### src/rtl/led_latch_rx.sv
`default_nettype none
// ============================================================================
//  Module   : led_latch_rx
//  Purpose  : Serial receiver/decoder for the LED-driver latch protocol
//             (SCLK/SIN/LAT, 769-bit latch, bit 768 selects control vs
//             grayscale). Models one driver of a two-deep daisy chain: a
//             shift register with SOUT pass-through, a control latch and a
//             grayscale latch, all sampled in the CLK_10M domain.
//  Ports    : CLK_10M, nReset (sync, active-low)
//             SCLK, SIN, LAT        - serial interface inputs (asynchronous)
//             SOUT                  - daisy-chain output, registered sr[768]
//             gs_rd_addr            - channel index 0..47 (led*3 + color)
//             gs_rd_data/dc_rd_data - registered read of addressed channel
//             mc, bc, fc            - control-latch fields
//             ctrl_valid            - sticky, first accepted control latch
//             latch_stb/latch_sel   - accepted-latch pulse and its select bit
//             gs_count              - accepted grayscale latches (wrapping)
//             bit_err               - rejected-latch pulse
//  Options  : LED_RX_BITCOUNT_CHECK_EN - reject a latch whose SCLK count
//             differs from EXPECT_BITS (latch untouched, bit_err pulses).
//  Revision : 1.0 - initial release
// ============================================================================
module led_latch_rx #(
    parameter int LATCH_SIZE  = 769,
    parameter int EXPECT_BITS = 1538,
    parameter int CNT_W       = 12
) (
    input  logic        CLK_10M,
    input  logic        nReset,
    input  logic        SCLK,
    input  logic        SIN,
    input  logic        LAT,
    output logic        SOUT,
    input  logic [5:0]  gs_rd_addr,
    output logic [15:0] gs_rd_data,
    output logic [6:0]  dc_rd_data,
    output logic [8:0]  mc,
    output logic [20:0] bc,
    output logic [4:0]  fc,
    output logic        ctrl_valid,
    output logic        latch_stb,
    output logic        latch_sel,
    output logic [15:0] gs_count,
    output logic        bit_err
);

    localparam int              c_num_ch    = 48;
    localparam logic [CNT_W-1:0] c_expect   = CNT_W'(EXPECT_BITS);
    localparam logic [1:0]      c_st_idle   = 2'd0;
    localparam logic [1:0]      c_st_shift  = 2'd1;
    localparam logic [1:0]      c_st_decode = 2'd2;

`ifdef LED_RX_BITCOUNT_CHECK_EN
    localparam logic c_cnt_check = 1'b1;
`else
    localparam logic c_cnt_check = 1'b0;
`endif

    // Input synchronisers. SIN only needs two stages; the third SCLK/LAT
    // stage exists purely for edge detection against stage 2.
    logic [2:0] r_sclk_sync;
    logic [2:0] r_lat_sync;
    logic [1:0] r_sin_sync;

    logic [LATCH_SIZE-1:0] r_sr;
    logic [CNT_W-1:0]      r_bit_cnt;
    logic [1:0]            r_state;
    logic                  r_sout;
    logic [15:0]           r_gs [c_num_ch];
    logic [6:0]            r_dc [c_num_ch];
    logic [15:0]           r_gs_rd_data;
    logic [6:0]            r_dc_rd_data;
    logic [8:0]            r_mc;
    logic [20:0]           r_bc;
    logic [4:0]            r_fc;
    logic                  r_ctrl_valid;
    logic                  r_latch_stb;
    logic                  r_latch_sel;
    logic [15:0]           r_gs_count;
    logic                  r_bit_err;

    logic                  w_sclk_rise;
    logic                  w_lat_rise;
    logic [LATCH_SIZE-1:0] w_sr_next;
    logic [CNT_W-1:0]      w_cnt_next;
    logic                  w_cnt_ok;
    logic                  w_sel;
    logic [1:0]            w_state_next;
    logic                  w_decode;
    logic                  w_accept;
    logic                  w_reject;
    logic                  w_cnt_clr;

    assign w_sclk_rise = r_sclk_sync[1] & ~r_sclk_sync[2];
    assign w_lat_rise  = r_lat_sync[1]  & ~r_lat_sync[2];

    // Post-shift view of the register: a LAT edge coincident with the last
    // SCLK edge must decode the freshly shifted bit, so decode reads these.
    assign w_sr_next  = w_sclk_rise ? {r_sr[LATCH_SIZE-2:0], r_sin_sync[1]} : r_sr;
    assign w_cnt_next = (w_sclk_rise && (r_bit_cnt != '1)) ? r_bit_cnt + 1'b1 : r_bit_cnt;
    assign w_cnt_ok   = !c_cnt_check || (w_cnt_next == c_expect);
    assign w_sel      = w_sr_next[LATCH_SIZE-1];

    // ---------------- FSM: state register ----------------
    always_ff @(posedge CLK_10M) begin
        if (!nReset) begin
            r_state <= c_st_idle;
        end else begin
            r_state <= w_state_next;
        end
    end

    // ---------------- FSM: next state ----------------
    always_comb begin
        w_state_next = r_state;
        case (r_state)
            c_st_idle: begin
                if (w_lat_rise) begin
                    w_state_next = c_st_decode;
                end else if (w_sclk_rise) begin
                    w_state_next = c_st_shift;
                end
            end
            c_st_shift: begin
                if (w_lat_rise) begin
                    w_state_next = c_st_decode;
                end
            end
            c_st_decode: w_state_next = c_st_idle;
            default:     w_state_next = c_st_idle;
        endcase
    end

    // ---------------- FSM: outputs ----------------
    // Latch registers load on the edge that enters DECODE, so latch_stb is
    // high during the DECODE cycle itself (3 cycles after the LAT pin edge).
    always_comb begin
        w_decode  = (r_state != c_st_decode) && w_lat_rise;
        w_accept  = w_decode && w_cnt_ok;
        w_reject  = w_decode && !w_cnt_ok;
        w_cnt_clr = (r_state == c_st_decode);
    end

    // ---------------- datapath ----------------
    always_ff @(posedge CLK_10M) begin
        if (!nReset) begin
            r_sclk_sync  <= '0;
            r_lat_sync   <= '0;
            r_sin_sync   <= '0;
            r_sr         <= '0;
            r_bit_cnt    <= '0;
            r_sout       <= 1'b0;
            r_mc         <= '0;
            r_bc         <= '0;
            r_fc         <= '0;
            r_ctrl_valid <= 1'b0;
            r_latch_stb  <= 1'b0;
            r_latch_sel  <= 1'b0;
            r_gs_count   <= '0;
            r_bit_err    <= 1'b0;
            r_gs_rd_data <= '0;
            r_dc_rd_data <= '0;
            for (int i = 0; i < c_num_ch; i++) begin
                r_gs[i] <= '0;
                r_dc[i] <= '0;
            end
        end else begin
            r_sclk_sync <= {r_sclk_sync[1:0], SCLK};
            r_lat_sync  <= {r_lat_sync[1:0], LAT};
            r_sin_sync  <= {r_sin_sync[0], SIN};

            r_sr <= w_sr_next;
            if (w_sclk_rise) begin
                r_sout <= r_sr[LATCH_SIZE-1];
            end
            r_bit_cnt <= w_cnt_clr ? '0 : w_cnt_next;

            r_latch_stb <= w_accept;
            r_bit_err   <= w_reject;

            if (w_accept) begin
                r_latch_sel <= w_sel;
                if (w_sel) begin
                    for (int i = 0; i < c_num_ch; i++) begin
                        r_dc[i] <= w_sr_next[i*7 +: 7];
                    end
                    r_mc         <= w_sr_next[344:336];
                    r_bc         <= w_sr_next[365:345];
                    r_fc         <= w_sr_next[370:366];
                    r_ctrl_valid <= 1'b1;
                end else begin
                    for (int i = 0; i < c_num_ch; i++) begin
                        r_gs[i] <= w_sr_next[i*16 +: 16];
                    end
                    r_gs_count <= r_gs_count + 16'd1;
                end
            end

            // Registered read: an update on this edge is seen one cycle later.
            if (gs_rd_addr < 6'(c_num_ch)) begin
                r_gs_rd_data <= r_gs[gs_rd_addr];
                r_dc_rd_data <= r_dc[gs_rd_addr];
            end else begin
                r_gs_rd_data <= '0;
                r_dc_rd_data <= '0;
            end
        end
    end

    assign SOUT       = r_sout;
    assign gs_rd_data = r_gs_rd_data;
    assign dc_rd_data = r_dc_rd_data;
    assign mc         = r_mc;
    assign bc         = r_bc;
    assign fc         = r_fc;
    assign ctrl_valid = r_ctrl_valid;
    assign latch_stb  = r_latch_stb;
    assign latch_sel  = r_latch_sel;
    assign gs_count   = r_gs_count;
    assign bit_err    = r_bit_err;

endmodule
`default_nettype wire
### config.mk
export PLATFORM = sky130hd
export DESIGN_NAME = led_latch_rx
export DESIGN_NICKNAME = d
export VERILOG_FILES = /design/src/rtl/led_latch_rx.sv
export SDC_FILE = /design/constraint.sdc
export NUM_CORES = 2
export LEC_CHECK = 0
export ABC_AREA = 1
export CELL_PAD_IN_SITES_DETAIL_PLACEMENT = 2
export CELL_PAD_IN_SITES_GLOBAL_PLACEMENT = 2
export CORE_MARGIN = 4
export CORE_UTILIZATION = 43
export CTS_CLUSTER_DIAMETER = 120
export DETAILED_ROUTE_END_ITERATION = 10
export MAX_ROUTING_LAYER = met4
export PLACE_DENSITY_LB_ADDON = 0.1
export REMOVE_ABC_BUFFERS = 1
export SYNTH_ARGS = -nofsm -noshare
export SYNTH_HDL_FRONTEND = slang
export SYNTH_SLANG_ARGS = --single-unit
### constraint.sdc
create_clock -name CLK_10M -period 55.1 [get_ports CLK_10M]
set_clock_uncertainty 0.1 [all_clocks]
set_input_delay 8.265 -clock CLK_10M [delete_from_list [all_inputs] [get_ports CLK_10M]]
set_output_delay 8.265 -clock CLK_10M [all_outputs]
set_load 0.05 [all_outputs]
==> key figures <==
Run status
  • Status: finished, final reports clean

Worst setup path
  • Worst setup path startpoint: nReset
  • Critical Path End: r_gs[29][10]$_SDFFCE_PN0P_
  • Worst Setup End Kind: flip-flop
  • Crit path max fanout: around 140
  • CP Cell Sequence: buf_8, nand2_4, buf_12, buf_4, buf_4, buf_4, buf_4
  • CP max-delay cell: buf_4
  • R2R Setup Slk: 48.04 ns
  • Launching point of the worst reg2reg path: r_sclk_sync[2]$_SDFF_PN0_
  • Crit path DAT: 13.15 ns
  • Worst path most repeated cell: buf_4
  • Setup CP Type: input pin to flip-flop
  • R2r endpoint: r_gs[29][10]$_SDFFCE_PN0P_
  • Crit-path max cell delay: ~0.90 ns
  • Worst setup SP type: input pin
  • Data required time of the worst path: 55.45 ns
  • R2R cell count: 13

Yosys
  • Asr flop ratio synth: 0%
  • Post-synth top area share: between 40% and 50%
  • Synth Register Bits: 1961
  • Distinct cells, synth: 35
  • Syn Inst Count: about 8.6k
  • Avg Inst Size Synth: 9.17 um2
  • Synth Warn #: 0
  • Post-Syn Area: between 0.07 and 0.08 mm2
  • Commonest cells post-synth: nor2_1 (2225), nand2_1 (1521), edfxtp_1 (1104), o21ai_0 (959), dfxtp_1 (857)
  • Dominant cells by area after synthesis: edfxtp_1 (42%), dfxtp_1 (22%), nor2_1 (11%)
  • Number of flops mapped to enable cells by yosys: 1104
  • Top FF cell, synth: edfxtp_1
  • Most common cell in the synthesized netlist: nor2_1
  • Largest area contributor in the netlist: edfxtp_1
  • Sequential area share after synthesis: 64.1%

Routing
  • Final ANT Viol Nets: 0
  • Drt drc: 0
  • Iter 0 DRT Violations: 4906
  • Total wire length: 282000 um
  • Via count: 61.1k
  • Drt pass-1 iters: 6
  • WL per Instance: 25.9 um
  • Post-DR vias/cell: between 5 and 6

STA
  • Post-route setup TNS: 0 ns
  • Worst slew pin tran: 1.25 ns
  • Worst setup margin: 42.30 ns
  • Fin crit share: 23.2%
  • Endpoints failing setup: 0
  • Endpoints failing hold: 0
  • Fmax achieved: 78.1 MHz
  • Final Critical Period: between 10 and 15 ns
  • Hold_ws: 0.325 ns
  • RSZ-0062 raised after global routing: false
  • Slew headroom: 16.8%
  • Final Max Tran Viols: 0

CTS
  • CTS clk-pin slew, worst paths: 0.06 ns
  • Clock buffer count from CTS: 210
  • CTS tree: built
  • Clock sink count: 1961
  • Clock buffer depth: 3
  • PostCTS Resize Cnt: 0
  • Post-CTS setup buffers: 0
  • Clk Latency, worst-skew pair: ~0.86 ns
  • Root buf cell: clkbuf_16
  • Hold-fix buffers, CTS: 0
  • H-tree levels: 4

GRT
  • Overflow after GRT: 0
  • Initial antenna violation count: 6
  • Pin count of the biggest net entering global routing: 170
  • Tot GR Track Use: 30.0%
  • First-pass GRT wire length: 424000 um
  • Vias in the first global route: 65.8k

Die
  • Die Ht: 435 um
  • Die area: 0.189 mm2
  • Num ports: 90
  • Die W: about 440 um
  • Core box area: 0.181 mm2
  • Site Rows: approximately 160
  • Initial core utilization: 43.3%

Pwr
  • Power density over the cells: 38.6 mW/mm2
  • Lkg Pwr: 33.8 nW
  • Maximum vdd drop: 0.0000268 V

Placement
  • Post-Place Setup Slack: 41.47 ns
  • Placed insts: 10.5k
  • Placer Congestion: 0.829
  • Detail Placement HPWL: 171000 um
  • Quantity of I/O buffers inserted on ports: slightly below 90
  • Post-place instance area: 0.0800 mm2

Cells and area
  • Fillers: 19.2k
  • Area Overhead vs Synth: 10.8%
  • Ratio of cells with drive above 1 in the final layout: 5.25%
  • Post-route cell area: 0.0870 mm2
  • Nets: 8361
  • Non-Filler Instances: 10.9k

Worst hold path
  • Hold Crit Start: r_lat_sync[1]$_SDFF_PN0_
  • Worst hold-check path type: flip-flop to flip-flop

Job
  • Max cap viols: 0
-- layout by cell type (no fill, tap or decap), types with 2 or more instances in the layout --
cell             synthesis  final
inv_6                    0      8
o21ai_1                 18     18
buf_4                   44     81
nand3_1                679    679
inv_2                    7      3
nor3_1                   7      7
buf_12                   0      7
nand2_8                  0      2
clkinv_2                 0     56
clkbuf_1               248     53
nand4_1                  2      2
edfxtp_1              1104   1104
inv_8                    0      5
xor2_1                   4      4
o21ai_0                959    959
clkinv_1                 0     13
inv_1                  443    440
nor2_1                2225   2225
a21oi_1                 58     57
clkinv_8                 0      4
nor2_4                   2      2
diode_2                  0      5
dfxtp_1                857    857
o211ai_1                61     61
clkdlybuf4s50_1          0     83
bufinv_16                0     12
clkbuf_8                 0     38
nand2_1               1521   1519
buf_8                    2      3
nand2_4                  1      2
clkbuf_16                0    215
-- stage by stage --
stage / utilization, % / total power [mW]
finish: 48.0 / 3.36
CTS: 48.0 / 3.38
floorplan: - / 1.86
global route: 48.0 / 3.48
global placement: 44.2 / 1.93
detailed placement: 44.2 / 1.95
-- where the power goes --
part	total (mW)	switching, mW	internal [mW]
sequential	1.65	0.0318	1.62
combinational	0.269	0.211	0.0584
clock	1.44	0.615	0.824
total	3.36	0.857	2.50
-- worst min-delay path by stage --
stage	to	slack, ns	cells after the start
finish	r_lat_sync[2]$_SDFF_PN0_	0.33	2
global route	r_lat_sync[2]$_SDFF_PN0_	0.34	2
CTS	r_lat_sync[2]$_SDFF_PN0_	0.33	2
detailed placement	r_sclk_sync[1]$_SDFF_PN0_	0.32	2
global placement	r_sclk_sync[1]$_SDFF_PN0_	0.30	2
floorplan	r_lat_sync[1]$_SDFF_PN0_	0.29	2
-- metal layers --
metal | part of all wire, % | vias up | GRT usage [%]
met1 | 43 | 31700 | 38.2
li1 | - | 27500 | -
met4 | 3.7 | 0 | 10.3
met2 | 49 | 1382 | 50.0
met3 | 4.2 | 429 | 3.25
met5 | 0 | - | -
-- area by class of cell --
class	instances	area [um2]	area share, %
multi-input combinational	5551	23400	26.9
timing repair buffer	175	1640	1.88
antenna	5	12.5	0.0144
sequential	1961	50300	57.8
tap	2370	2970	3.41
clock inverter	93	838	0.964
inverter	450	1730	1.99
clock buffer	306	6100	7.02
-- worst max-delay path, delay by kind of cell --
family | cells | cell delay (ns)
and+or+nand+nor | 1 | 0.56
buffers and inverters | 6 | 3.91
-- sequential cells by signal, summed over array words and instances, names as in the netlist, 7 cells and up --
register and cells:
r_gs 768, mc 9, bc 21, r_sr 769, gs_rd_data 16, dc_rd_data 7
gs_count 16, r_dc 336
-- logic make-up (layout without fill, tap and decap cells) --
kind of cell | Yosys count | count (layout) | synth area share [%]
and+or+nand+nor | 4443 | 4443 | 22.4
DFF | 1961 | 1961 | 64.1
AOI/OAI and AO/OA | 1100 | 1100 | 7.23
buffers and inverters | 1044 | 1024 | 6.15
xor gates and xnor gates | 5 | 5 | 0.0558
adders and majority gates | 1 | 1 | 0.0159
other | 1 | 6 | 0.00478
muxes | 1 | 1 | 0.0128
No activity file was read; power rests on OpenSTA's default activity.
